===== config.mk =====
export PLATFORM = sky130hd
export DESIGN_NAME = mem_access_unit
export DESIGN_NICKNAME = d
export VERILOG_FILES = /design/src/rtl/mem_pkg.sv /design/src/rtl/mem_lane_align.sv /design/src/rtl/mem_access_unit.sv
export SDC_FILE = /design/constraint.sdc
export NUM_CORES = 1
export LEC_CHECK = 0
export ABC_AREA = 1
export BUFFER_PORTS_ARGS = -buffer_cell sky130_fd_sc_hd__buf_4
export CAP_MARGIN = 20
export CORE_MARGIN = 2
export CORE_UTILIZATION = 35
export CTS_BUF_LIST = sky130_fd_sc_hd__clkbuf_2
export DETAILED_ROUTE_END_ITERATION = 8
export GPL_TIMING_DRIVEN = 0
export HOLD_SLACK_MARGIN = 0.06
export MAX_ROUTING_LAYER = met4
export PLACE_DENSITY = 0.59
export SYNTH_ARGS = -nofsm -noshare
export SYNTH_HDL_FRONTEND = slang
export SYNTH_SLANG_ARGS = --single-unit

===== constraint.sdc =====
create_clock -name clk -period 2.6 [get_ports clk]
set_input_delay 0.52 -clock clk [delete_from_list [all_inputs] [get_ports clk]]
set_output_delay 0.52 -clock clk [all_outputs]
set_load 0.01 [all_outputs]

===== src/rtl/mem_pkg.sv =====
// Shared encodings for the data-memory access unit: request sizes, FSM states
// and the alignment rule used when a request is accepted.
package mem_pkg;

    localparam logic [1:0] SIZE_BYTE = 2'b00;
    localparam logic [1:0] SIZE_HALF = 2'b01;
    localparam logic [1:0] SIZE_WORD = 2'b10;
    localparam logic [1:0] SIZE_RSVD = 2'b11;

    typedef enum logic [2:0] {
        ST_IDLE     = 3'd0,
        ST_READ     = 3'd1,
        ST_RMW_READ = 3'd2,
        ST_WRITE    = 3'd3,
        ST_RESP     = 3'd4
    } mau_state_e;

    // The reserved size is folded into misalignment so it takes the error path.
    function automatic logic is_misaligned(input logic [1:0] size, input logic [1:0] lo_addr);
        logic mis;
        case (size)
            SIZE_BYTE: mis = 1'b0;
            SIZE_HALF: mis = lo_addr[0];
            SIZE_WORD: mis = (lo_addr != 2'b00);
            default:   mis = 1'b1;
        endcase
        return mis;
    endfunction

endpackage


===== src/rtl/mem_lane_align.sv =====
// Little-endian lane handling: extracts/extends a sub-word from a memory word
// for loads and merges store data into that word for read-modify-write.
module mem_lane_align
    import mem_pkg::*;
(
    input  logic [31:0] word_i,
    input  logic [1:0]  addr_i,
    input  logic [1:0]  size_i,
    input  logic        unsigned_i,
    input  logic [31:0] wdata_i,
    output logic [31:0] load_data_o,
    output logic [31:0] store_word_o
);

    logic [7:0]  byte_v;
    logic [15:0] half_v;
    logic [4:0]  byte_sh;
    logic [4:0]  half_sh;

    assign byte_sh = {addr_i, 3'b000};
    assign half_sh = {addr_i[1], 4'b0000};

    always_comb begin
        byte_v       = word_i[byte_sh +: 8];
        half_v       = word_i[half_sh +: 16];
        load_data_o  = word_i;
        store_word_o = wdata_i;
        case (size_i)
            SIZE_BYTE: begin
                load_data_o  = {{24{byte_v[7] & ~unsigned_i}}, byte_v};
                store_word_o = word_i;
                store_word_o[byte_sh +: 8] = wdata_i[7:0];
            end
            SIZE_HALF: begin
                load_data_o  = {{16{half_v[15] & ~unsigned_i}}, half_v};
                store_word_o = word_i;
                store_word_o[half_sh +: 16] = wdata_i[15:0];
            end
            default: begin
                load_data_o  = word_i;
                store_word_o = wdata_i;
            end
        endcase
    end

endmodule


===== src/rtl/mem_access_unit.sv =====
// Initiator side of the data-memory interface: turns byte/half/word loads and
// stores into word-aligned memRead/memWrite accesses behind a valid/ready port.
//
// Handshake: a request is accepted on a rising edge where req_valid && req_ready;
// req_ready is high only in IDLE. Memory completes a strobe on an edge where
// mem_ready is high; strobe, address and write data stay stable until then.
module mem_access_unit
    import mem_pkg::*;
#(
    parameter int ADDR_W = 32
) (
    input  logic              clk,
    input  logic              reset,
    input  logic              req_valid,
    output logic              req_ready,
    input  logic              req_write,
    input  logic [1:0]        req_size,
    input  logic              req_unsigned,
    input  logic [ADDR_W-1:0] req_addr,
    input  logic [31:0]       req_wdata,
    output logic              resp_valid,
    output logic [31:0]       resp_rdata,
    output logic              resp_err,
    output logic [ADDR_W-1:0] mem_address,
    output logic [31:0]       mem_writeData,
    output logic              mem_memRead,
    output logic              mem_memWrite,
    input  logic [31:0]       mem_readData,
    input  logic              mem_ready,
    output logic [2:0]        dbg_state_o
);

    mau_state_e        state_q, state_d;
    logic [ADDR_W-1:0] addr_q, addr_d;
    logic [1:0]        size_q, size_d;
    logic              unsigned_q, unsigned_d;
    logic [31:0]       wdata_q, wdata_d;
    logic [31:0]       rdata_q, rdata_d;
    logic              err_q, err_d;
    logic [31:0]       wword_q, wword_d;

    logic        accept;
    logic        req_mis;
    logic [31:0] load_data;
    logic [31:0] store_word;

    assign accept  = (state_q == ST_IDLE) && req_valid;
    assign req_mis = is_misaligned(req_size, req_addr[1:0]);

    mem_lane_align u_lane (
        .word_i       (mem_readData),
        .addr_i       (addr_q[1:0]),
        .size_i       (size_q),
        .unsigned_i   (unsigned_q),
        .wdata_i      (wdata_q),
        .load_data_o  (load_data),
        .store_word_o (store_word)
    );

    always_ff @(posedge clk) begin
        if (reset) state_q <= ST_IDLE;
        else       state_q <= state_d;
    end

    always_comb begin
        state_d = state_q;
        case (state_q)
            ST_IDLE: begin
                if (req_valid) begin
                    if (req_mis)                  state_d = ST_RESP;
                    else if (!req_write)          state_d = ST_READ;
                    else if (req_size == SIZE_WORD) state_d = ST_WRITE;
                    else                          state_d = ST_RMW_READ;
                end
            end
            ST_READ:     if (mem_ready) state_d = ST_RESP;
            ST_RMW_READ: if (mem_ready) state_d = ST_WRITE;
            ST_WRITE:    if (mem_ready) state_d = ST_RESP;
            ST_RESP:     state_d = ST_IDLE;
            default:     state_d = ST_IDLE;
        endcase
    end

    // Request capture, load result and write word; rdata starts at 0 so stores
    // and errors report zero data.
    always_comb begin
        addr_d     = addr_q;
        size_d     = size_q;
        unsigned_d = unsigned_q;
        wdata_d    = wdata_q;
        rdata_d    = rdata_q;
        err_d      = err_q;
        wword_d    = wword_q;
        if (accept) begin
            addr_d     = req_addr;
            size_d     = req_size;
            unsigned_d = req_unsigned;
            wdata_d    = req_wdata;
            rdata_d    = 32'h0;
            err_d      = req_mis;
            if (req_write && (req_size == SIZE_WORD) && !req_mis) wword_d = req_wdata;
        end
        if ((state_q == ST_READ) && mem_ready)     rdata_d = load_data;
        if ((state_q == ST_RMW_READ) && mem_ready) wword_d = store_word;
    end

    always_ff @(posedge clk) begin
        if (reset) begin
            addr_q     <= '0;
            size_q     <= SIZE_BYTE;
            unsigned_q <= 1'b0;
            wdata_q    <= 32'h0;
            rdata_q    <= 32'h0;
            err_q      <= 1'b0;
            wword_q    <= 32'h0;
        end else begin
            addr_q     <= addr_d;
            size_q     <= size_d;
            unsigned_q <= unsigned_d;
            wdata_q    <= wdata_d;
            rdata_q    <= rdata_d;
            err_q      <= err_d;
            wword_q    <= wword_d;
        end
    end

    always_comb begin
        req_ready     = (state_q == ST_IDLE);
        resp_valid    = (state_q == ST_RESP);
        resp_rdata    = (state_q == ST_RESP) ? rdata_q : 32'h0;
        resp_err      = (state_q == ST_RESP) && err_q;
        mem_memRead   = (state_q == ST_READ) || (state_q == ST_RMW_READ);
        mem_memWrite  = (state_q == ST_WRITE);
        mem_address   = {addr_q[ADDR_W-1:2], 2'b00};
        mem_writeData = wword_q;
        dbg_state_o   = state_q;
    end

endmodule


* Word-level counts from Yosys, hierarchy flattened
Index checks and enable logic that the tools add are counted.
Widths: inputs -> output; s select.
** Word-level totals
- Register bits after elaboration :: 135
- Logic and storage cells :: 65
- Output and inout port bits :: 104
** Cells by class
- Bitwise gates (word level) :: 3
- $add $sub $neg :: 2
- Reduce and logical (&&, ||, !) cells :: 18
- Shift-type cells :: 6
- Muxes and demuxes :: 18
- Equality and inequality tests :: 10
** Operator list (count)
- $mux 32 :: 6
- $pmux 32 s2 :: 2
- $bwmux 32 :: 2
- $shift 16x7->32 const A :: 1
- $shift 8x7->32 const A :: 1
- $shiftx 16x7->32 :: 1
- $shiftx 32x6->16 :: 1
- $shiftx 32x6->8 :: 1
- $shiftx 8x7->32 :: 1
- $neg 5->7 :: 2
- $mux 3 :: 4
- $pmux 3 s3 :: 1
- $reduce_bool 2->1 :: 4
- $eq 3x2->1 const B :: 2
- $logic_and 1x1->1 :: 6
- $eq 2x1->1 const B :: 2
- $logic_not 2->1 :: 2
- $ne 2x2->1 const B :: 2
- $eq 3x1->1 const B :: 1
- $eq 3x3->1 const B :: 1
- $logic_not 3->1 :: 1
- $pmux 1 s3 :: 1
- $reduce_and 3->1 :: 1
- $and 1x1->1 :: 2
- 9 further kinds :: 9

* Depth between registers and ports, before layout
Gate-level depths: netlist of the first run.
- Depth in word-level cells :: 7
- Mapped depth :: 14

* By module
Synthesis of the first run repeated with hierarchy kept, for this count alone.
** Second synthesis, totals
- Cell total of the unflattened synthesis :: 1302
- Area, all modules :: 7877.6 um^2
** By module, submodules not included
- mem_access_unit :: area an instance 6037.0 um^2, cells an instance 898, seq. area each 2702.6 um^2, times used 1
- mem_lane_align :: area an instance 1840.5 um^2, cells an instance 404, seq. area each 0.0 um^2, times used 1

* Least setup slack after synthesis of the first run
OpenSTA, ideal clock, no wires.
- Path kind :: register to register
- From :: register addr_q[1]
- To :: register wword_q[6], in the netlist mem_writeData[6]
- Slack :: 0.499 ns
- Data arrival time :: 2.045 ns
- Data required time :: 2.544 ns
- Clock period less this slack :: 2.101 ns
- Buffers on the path :: 3
- Cell stages (with the launch flop) :: 15
- Cell sequence :: dfxtp_1 -> inv_1 -> buf_4 -> clkbuf_1 -> ha_1 -> clkbuf_1 -> inv_1 -> nand3_1 -> a21oi_2 -> nand2_1 -> nand2_1 -> nand2_1 -> nand2_1 -> nand2_1 -> inv_1
** Between the ends
- Longest elaborated chain between the ends :: 5
- Elaborated cells on any way between the ends :: 10
** Ends and longest elaborated chain
- from (decl) :: RTL line mem_access_unit.sv:34 : logic [ADDR_W-1:0] addr_q, addr_d;
- from (signal assigned) :: RTL line mem_access_unit.sv:117 : addr_q <= addr_d;
- $neg 5->7, on equally long branches :: RTL line mem_lane_align.sv:37, mem_lane_align.sv:32
- $shiftx 16x7->32 (tied with other cells) :: RTL line mem_lane_align.sv:37 : store_word_o[half_sh +: 16] = wdata_i[15:0];
- $bwmux 32, on equally long branches :: RTL line mem_lane_align.sv:37, mem_lane_align.sv:32
- $pmux 32 s2 (*) :: RTL line mem_lane_align.sv:28 : case (size_i)
- $mux 32 (*) :: RTL line mem_access_unit.sv:104 : if ((state_q == ST_RMW_READ) && mem_ready) wword_d = store_word;
- to (signal assigned) :: RTL line mem_access_unit.sv:123 : wword_q <= wword_d;
- to (decl) :: RTL line mem_access_unit.sv:40 : logic [31:0] wword_q, wword_d;
Mark *: on every way between the ends. The rest lies on a longest branch, timed or not.
A chain may end at the register's enable or synchronous reset.

* Worst setup path in the final report of the first run
- From :: register state_q[1], in the netlist dbg_state_o[1]
- To :: output resp_rdata[17]
** Between the ends
- Longest elaborated chain between the ends :: 2
** Ends and longest elaborated chain
- from (decl) :: RTL line mem_access_unit.sv:33 : mau_state_e state_q, state_d;
- from (signal assigned) :: RTL line mem_access_unit.sv:62 : else state_q <= state_d;
- $eq 3x3->1 :: RTL line mem_access_unit.sv:130 : resp_rdata = (state_q == ST_RESP) ? rdata_q : 32'h0;
- $mux 32 :: RTL line mem_access_unit.sv:130
- to (decl) :: RTL line mem_access_unit.sv:22 : output logic [31:0] resp_rdata,
Every way passes these cells.

==> impl_metrics.tcl, run 1 <==
set metrics [dict create \
    numCtsBuffers 17 \
    drtAntennaViolNets 0 \
    cp-start-kind "flip-flop" \
    seq_area_mm2 0.00271 \
    die_area_mm2 0.0229 \
    synth.area.top_cells "dfxtp_1 (36%), nand2_1 (12%), a21oi_1 (9.9%)" \
    root_buffer "clkbuf_2" \
    finalHoldViolCount 0 \
    finalPower_w 0.00941 \
    crit_required_ns 2.08 \
    ir_drop_mv 0.523 \
    ys.flop_type "dfxtp_1" \
    fin_crit_sh_pct 93.6 \
    placed_cells 1669 \
    multi_input_area_mm2 0.00387 \
    path_max_fanout 10 \
    path_buf_inv 4 \
    cts_tree "done" \
    max_slew_margin_pct 34.8 \
    cp_num_cells 7 \
    clk_pin_slew_ns 0.25 \
    hold_path.class "input port to flip-flop" \
    met1_usage_pct 34.3 \
    die_h_um 151 \
    hpwl_um 22400 \
    grt.met2_usage_pct 42.6 \
    grt_max_degree 22 \
    r2r_cells 12 \
    cp.arrival_ns 1.91 \
    grt_pass1_vias 8326 \
    p_per_area_mw_per_mm2 898 \
    cpLargestDelayFamily "buffers and inverters" \
    cp_common_cell "buf_4" \
    clk_path_buf_depth 2 \
    wl_per_cell_um 16.6 \
    p_sw_share_pct 45.2 \
    synth_common_cells "nand2_1 (248), nor2_1 (155), a21oi_1 (151), o21ai_0 (140), dfxtp_1 (135)" \
    fmax_mhz 411 \
    p_int_w 0.00516 \
    finalMaxSlewViolations 0 \
    wirelength_um 29300 \
    initial_core_util_pct 36.0 \
    antenna_found_initial 1 \
    netlist_area_mm2 0.00761 \
    comb_power_share_pct 50.8 \
    power.switching_w 0.00425 \
    ys_ff_latch 135 \
    run_status "complete, no violations" \
    top_usage_layer "met2" \
    setup_viol 0 \
    clkPwrFrac_pct 17.5 \
    drt_iter0_markers 595 \
    tightestPinTransition_ns 0.977 \
    drt_first_pass_iters 7 \
    layout.nets 1583 \
    syn-instance-count 1188 \
    post_drt_via_cell_ratio 4.97 \
    synth_most_common_cell "nand2_1" \
    critPathCaptureType "primary output" \
    stdcell_count 1763 \
    critical_path_class "flip-flop to primary output" \
    vias 8767 \
    routabilityCongestion 0.965 \
    yosysTopAreaCell "dfxtp_1" \
    slowest_delay_ns 0.40 \
    grt_usage_pct 26.4 \
    fill_cells 2216 \
    ys_types 34 \
    rsz0062_at_grt "yes" \
    worstPathCellList "inv_2, nand2_2, nor2_4, inv_4, buf_4, nor2_1, buf_4" \
    synth_edf_count 0 \
    cp_slowest_cell "dfxtp_4" \
    yosys_warnings 0 \
    final_util_pct 49.5 \
    fin_worst_skew_ns 0.0309 \
    p_leak_nw 4.75 \
    cts_sinks 135 \
    async_reset_ff_share_pct 0 \
    drc 0 \
    syn_to_final_growth_pct 37.7 \
    cts_max_level 4 \
    drive_above_1_share_pct 24.6 \
    hold_path_depth 3 \
    avgSynthCellArea_um2 6.40 \
    grt_pass1_wl_um 44700 \
    die-width_um 151 \
    clk-insertion-delay-late_ns 0.73 \
    period_minus_slack_ns 2.43 \
    yosysTopAreaCellShare_pct 35.5 \
    grt_util_met3_pct 4.97 \
    yosysSeqAreaShare_pct 35.5 \
    io_pins 208 \
    io_buffers 205 \
    globalRouteOverflowTotal 0 \
    drv_cap 0 \
    power_frac_seq_pct 31.6 \
    num_rows 53 \
    core_area_mm2 0.0212 \
]
final cells by class:
| cell class | count | share of cell area [%] |
|---|---|---|
| flip-flops and latches | 135 | 25.9 |
| inverters | 115 | 4.17 |
| clock buffers | 17 | 0.812 |
| repair buffers | 268 | 20.6 |
| well taps | 275 | 3.29 |
| clock inverters | 15 | 2.16 |
| multi-input cells | 832 | 37.0 |
| diodes | 1 | 0.0239 |
| plain buffers | 105 | 6.05 |
metal layers:
layer	wire length, um	share of wire [%]	vias up
met1	13200	45	4022
met3	2260	7.7	35
met5	0	0	-
li1	-	-	4383
met2	13400	46	327
met4	495	1.7	0
sequential cells by signal, summed over array words and instances, names as in the netlist:
name           cells
addr_q            32
mem_writeData     32
rdata_q           32
wdata_q           32
dbg_state_o        3
size_q             2
err_q              1
unsigned_q         1
metrics by stage:
stage	worst slack (ns)	cell area, um2	hold slack [ns]	setup TNS, ns
CTS	0.0322	10400	0.0629	0
floorplan	0.499	7610	0.435	0
finish	0.167	10500	0.110	0
global route	-0.0126	10500	0.0732	-0.0460
global placement	-0.214	9490	0.453	-2.00
detailed placement	-0.226	9490	0.453	-2.24
timing repair:
| item | 4_1_cts | 5_1_grt |
|---|---|---|
| setup buffers | 1 | 2 |
| gates resized for setup | 12 | 13 |
| endpoints found under the setup margin | 57 | 32 |
| pin swaps | 0 | 1 |
| hold buffers | 59 | 1 |
| endpoints found under the hold margin | 59 | 1 |
worst min-delay path, cell delays in order:
cell	delay [ns]
buf_4	0.09
o21ai_0	0.07
a21oi_1	0.12
cells by family (layout without fill, tap and decap cells):
| family | after synthesis | in the layout | share of synthesized area (%) |
|---|---|---|---|
| other | 1 | 3 | 0.0493 |
| flip-flops | 135 | 135 | 35.5 |
| AO/OA/AOI/OAI | 319 | 319 | 22.0 |
| adder cells (fa/ha/maj) | 5 | 5 | 0.822 |
| buffers and inverters | 222 | 520 | 13.9 |
| AND/OR/NAND/NOR | 506 | 506 | 27.6 |
power by group through the flow:
stage / clock network, W / registers [W] / logic (W)
final: 0.00165 / 0.00298 / 0.00478
after global routing: 0.00177 / 0.00304 / 0.00530
after CTS: 0.00168 / 0.00297 / 0.00473
after detailed placement: 0 / 0.00302 / 0.00461
after global placement: 0 / 0.00301 / 0.00459
after floorplan: 0 / 0.00297 / 0.00296
path summary, 6_finish.rpt:
path / startpoint / end / slack [ns]
max: dbg_state_o[1] / resp_rdata[17] / 0.17
min: req_wdata[9] / wdata_q[9] / 0.11
max reg2reg: addr_q[0] / mem_writeData[6] / 0.25
min reg2reg: wdata_q[20] / wdata_q[20] / 0.48
cells in the final DEF (no fill, tap or decap), types with 2 or more instances in the layout:
master / count
bufinv_16: 4
or2_2: 15
clkbuf_2: 19
inv_6: 6
buf_1: 3
conb_1: 2
o221ai_1: 2
buf_6: 7
dfxtp_1: 132
nand2_2: 4
o21ai_0: 140
inv_4: 2
dfxtp_4: 2
dlygate4sd3_1: 60
a211oi_1: 8
a21oi_1: 151
inv_2: 5
nor2_1: 149
inv_1: 108
nor2_2: 15
ha_1: 5
inv_8: 4
nor3_1: 3
buf_4: 249
buf_2: 24
clkbuf_1: 28
nand2_1: 247
nand3_1: 65
o211ai_1: 13
nand3_2: 3
nor2_4: 2
Power figures use the tool's default switching activity.
==> run 2, diff against run 1 <==
Settings changed: CTS_BUF_LIST sky130_fd_sc_hd__clkbuf_2 to default, GPL_TIMING_DRIVEN 0 to default.
==> run 2 against run 1 <==
Net effect: power increased by 1.4%; critical endpoint is now resp_err; die area unchanged; final cell count decreased by 8.5%; global-route usage decreased by 3.6 points.
==> impl_metrics.tcl, run 2 (synthesized netlist as in run 1, its figures left out) <==
set metrics [dict create \
    run_status "complete, no violations" \
    diodes 0 \
    drtAntennaViolNets 0 \
    ir_drop_mv 0.504 \
    clk_pin_slew_ns 0.06 \
    crit_required_ns 2.08 \
    clkPwrFrac_pct 26.1 \
    finalHoldViolCount 0 \
    ctsResizeCount 0 \
    cp.arrival_ns 1.76 \
    p_sw_share_pct 41.2 \
    cts_max_level 4 \
    fin_worst_skew_ns 0.0104 \
    hpwl_um 18600 \
    final_util_pct 45.6 \
    ctsHoldBuffers 0 \
    p_int_w 0.00560 \
    worst_slack_ns 0.322 \
    grt_pass1_wl_um 39500 \
    layout_commonest_cell "nand2_1" \
    period_minus_slack_ns 2.28 \
    fill_cells 2271 \
    numCtsBuffers 17 \
    num_rows 53 \
    io_buffers 205 \
    wl_per_cell_um 15.6 \
    die_area_mm2 0.0229 \
    final_cell_mix "nand2_1 (248), buf_4 (223), nor2_1 (155)" \
    placed_cells 1582 \
    comb_power_share_pct 42.6 \
    wirelength_um 25200 \
    power.switching_w 0.00393 \
    setup_viol 0 \
    grt_pass1_vias 7410 \
    syn_to_final_growth_pct 26.7 \
    vias 8040 \
    slowest_delay_ns 0.37 \
    layout.nets 1435 \
    power_frac_seq_pct 31.3 \
    fmax_mhz 439 \
    io_pins 208 \
    finalMaxSlewViolations 0 \
    drt_iter0_markers 564 \
    critPathCaptureType "primary output" \
    worstPathCellList "inv_1, nand2_1, nor2_1, inv_1, buf_12, nor2_1, buf_4" \
    place_ws_ns 0.474 \
    root_buffer "clkbuf_16" \
    initial_core_util_pct 36.0 \
    tightestPinTransition_ns 0.976 \
    drive_above_1_share_pct 22.1 \
    drv_cap 0 \
    critical_path_class "flip-flop to primary output" \
    drt_first_pass_iters 5 \
    die-width_um 151 \
    die_h_um 151 \
    max_slew_margin_pct 34.9 \
    core_area_mm2 0.0212 \
    grt_max_degree 92 \
    cts_sinks 135 \
    cp_slowest_cell "dfxtp_1" \
    p_leak_nw 4.30 \
    hold_path.class "input port to flip-flop" \
    rsz0062_at_grt "no" \
    stdcell_count 1613 \
    cts_setup_buffers 0 \
    tns_ns 0 \
    clk_path_buf_depth 2 \
    cts_tree "done" \
    clk-insertion-delay-late_ns 0.42 \
    drc 0 \
    grt_usage_pct 22.8 \
    path_max_fanout 33 \
    routabilityCongestion 0.926 \
    antenna_found_initial 0 \
    p_per_area_mw_per_mm2 990 \
    post_drt_via_cell_ratio 4.98 \
    globalRouteOverflowTotal 0 \
    r2r_cells 10 \
    cp-start-kind "flip-flop" \
    hold_path_depth 3 \
    fin_crit_sh_pct 87.6 \
    finalPower_w 0.00954 \
]
run 2: changes by cell type in the layout (fill, tap and decap cells not counted), sizes merged:
| cell | change |
|---|---|
| clkbuf | -28 |
| dlygate4sd3 | -60 |
| bufinv | -1 |
| clkinv | +6 |
| diode | -1 |
| clkinvlp | +1 |
| inv | -9 |
| buf | -58 |
run 2: cell type report:
cell class,count,area [um2],area share [%]
Multi-Input combinational cell,832,3850,39.9
Sequential cell,135,2700,28.0
Timing Repair Buffer,225,1710,17.8
Clock buffer,19,443,4.60
Inverter,115,434,4.50
Tap cell,275,344,3.57
Clock inverter,12,153,1.58
run 2: worst max-delay path: cells and delay by family (launching register included):
family,cells,cell delay [ns]
buf+inv,4,0.57
simple gates,3,0.40
flops,1,0.37
run 2: per-layer routing:
layer | global-route usage (%) | share of wire (%) | up-vias
met5 | - | 0 | -
met4 | 7.38 | 1.9 | 0
met3 | 4.28 | 8.4 | 39
met2 | 33.1 | 44 | 340
met1 | 31.9 | 46 | 3579
li1 | - | - | 4082
run 2: metrics by stage:
| step | cell area [um2] | hold WS [ns] |
|---|---|---|
| 2_1_floorplan | 7610 | 0.435 |
| 3_3_place_gp | 9040 | 0.453 |
| 3_5_place_dp | 9040 | 0.456 |
| 4_1_cts | 9640 | 0.301 |
| 5_1_grt | 9640 | 0.309 |
| 6_report | 9640 | 0.310 |
run 2: worst paths after layout:
kind,startpoint,endpoint,slack [ns]
hold / removal,req_addr[21],addr_q[21],0.31
setup reg to reg,addr_q[0],mem_writeData[28],0.52
setup / recovery,dbg_state_o[1],resp_err,0.32
hold reg to reg,rdata_q[9],rdata_q[9],0.46
run 2: power by group through the flow:
stage          combinational, W  sequential, W  clock [W]
5_1_grt                 0.00457        0.00305    0.00264
6_report                0.00407        0.00298    0.00249
2_1_floorplan           0.00296        0.00297          0
3_3_place_gp            0.00403        0.00301          0
3_5_place_dp            0.00406        0.00301          0
4_1_cts                 0.00408        0.00298    0.00253
==> run 3, diff against run 2 <==
Settings changed: CORE_UTILIZATION 35 to 40, PLACE_DENSITY 0.59 to 0.66.
==> run 3 against run 2 <==
Net effect: utilization up 5.9 points; sequential cell count is the same; sequential power rose by 1%; via count is 1.7% higher; routed wire length decreased by 1.2%; largest cell class unchanged.
==> impl_metrics.tcl, run 3 (synthesized netlist as in run 1, its figures left out) <==
set metrics [dict create \
    run_status "complete, no violations" \
    comb_power_share_pct 41.8 \
    timing.rr.start "addr_q[1]" \
    die_h_um 142 \
    critPathCaptureType "primary output" \
    root_buffer "clkbuf_16" \
    crit_required_ns 2.08 \
    min_to "addr_q[20]" \
    initial_core_util_pct 40.7 \
    hold_path_depth 3 \
    core_area_mm2 0.0187 \
    drtAntennaViolNets 0 \
    clk_pin_slew_ns 0.06 \
    wirelength_um 24900 \
    final_cell_mix "nand2_1 (248), buf_4 (222), nor2_1 (155)" \
    r2r_slack_ns 0.50 \
    drt_first_pass_iters 5 \
    clkPwrFrac_pct 27.0 \
    clk-insertion-delay-late_ns 0.42 \
    p_int_w 0.00577 \
    ir_drop_mv 0.494 \
    finalPower_w 0.00968 \
    io_buffers 205 \
    globalRouteOverflowTotal 0 \
    drv_cap 0 \
    ctsResizeCount 0 \
    numCtsBuffers 17 \
    wl_per_cell_um 15.9 \
    layout.nets 1434 \
    finalHoldViolCount 0 \
    grt_pass1_wl_um 39900 \
    power.switching_w 0.00391 \
    die-width_um 142 \
    hold_path.class "input port to flip-flop" \
    drt_iter0_markers 579 \
    routabilityCongestion 1.03 \
    setup_viol 0 \
    io_pins 208 \
    diodes 0 \
    fill_cells 1943 \
    tightestPinTransition_ns 0.946 \
    grt_max_degree 92 \
    antenna_found_initial 0 \
    vias 8174 \
    r2r_cells 11 \
    post_drt_via_cell_ratio 5.20 \
    cp-start-kind "flip-flop" \
    min-delay-start "req_addr[20]" \
    p_sw_share_pct 40.4 \
    layout_commonest_cell "nand2_1" \
    cp.arrival_ns 1.78 \
    grt_pass1_vias 7743 \
    drive_above_1_share_pct 22.0 \
    cts_setup_buffers 0 \
    num_rows 50 \
    syn_to_final_growth_pct 26.4 \
    path_max_fanout 32 \
    cts_tree "done" \
    power_frac_seq_pct 31.2 \
    p_leak_nw 4.31 \
    critical_path_class "flip-flop to primary output" \
    drc 0 \
    fin_worst_skew_ns 0.0104 \
    grt_usage_pct 25.6 \
    hpwl_um 18200 \
    tns_ns 0 \
    p_per_area_mw_per_mm2 1010 \
    cts_sinks 135 \
    rsz0062_at_grt "no" \
    clk_path_buf_depth 2 \
    cts_max_level 4 \
    die_area_mm2 0.0201 \
    finalMaxSlewViolations 0 \
    max_slew_margin_pct 36.9 \
    fmax_mhz 435 \
    r2r-end "mem_writeData[6]" \
    ctsHoldBuffers 0 \
    fin_crit_sh_pct 88.5 \
    period_minus_slack_ns 2.30 \
]
==> run 3: cell types whose count changed in the layout (fill, tap and decap cells not counted) <==
cell and change:
clkbuf_1 +1, clkinvlp_4 -1, buf_4 -1, bufinv_16 +2, clkbuf_8 -1, clkinv_2 -1
==> run 3: routing by layer <==
layer,vias to the layer above,track usage [%],wire [um]
li1,4074,-,-
met4,0,7.26,417
met5,-,-,0
met2,354,40.2,11400
met3,39,5.60,2010
met1,3707,33.2,11100
==> run 3: power by group through the flow <==
stage | clock [W] | sequential (W) | combinational (W)
floorplan | 0 | 0.00297 | 0.00296
global placement | 0 | 0.00303 | 0.00399
detailed placement | 0 | 0.00304 | 0.00402
CTS | 0.00266 | 0.00301 | 0.00404
global route | 0.00275 | 0.00307 | 0.00454
finish | 0.00261 | 0.00302 | 0.00405
==> run 3: through the flow <==
step	instances	setup WS [ns]	area [um2]	util, %	hold slack, ns
after detailed placement	1540	0.504	8980	48.0	0.451
after global routing	1571	0.111	9620	51.4	0.314
after floorplan	1189	0.499	7610	-	0.435
after global placement	1540	0.516	8980	48.0	0.454
final	1571	0.299	9620	51.4	0.318
after CTS	1571	0.267	9620	51.4	0.301
==> run 3: worst max-delay path by stage <==
stage | start | to | slack [ns] | cells past startpoint
after floorplan | addr_q[1] | mem_writeData[6] | 0.50 | 14
after global placement | req_valid | size_q[1] | 0.52 | 7
after detailed placement | req_size[0] | mem_writeData[14] | 0.50 | 9
after CTS | dbg_state_o[1] | resp_rdata[28] | 0.27 | 7
after global routing | dbg_state_o[1] | resp_rdata[24] | 0.11 | 7
final | dbg_state_o[1] | resp_rdata[28] | 0.30 | 7
==> run 3: final cells by class <==
cell class	instances	area (um2)	area share, %
multi-input combinational	832	3850	40.0
clock buffer	19	433	4.50
sequential	135	2700	28.1
inverter	115	434	4.51
tap	234	293	3.04
timing repair buffer	224	1710	17.7
clock inverter	12	200	2.08
==> run 3: worst max-delay path, cell delays in order (launching register included) <==
cell and delay, ns:
dfxtp_1 0.43, inv_1 0.13, nand2_1 0.10, nor2_1 0.06, inv_1 0.08, buf_4 0.30, nor2_1 0.09, buf_4 0.15
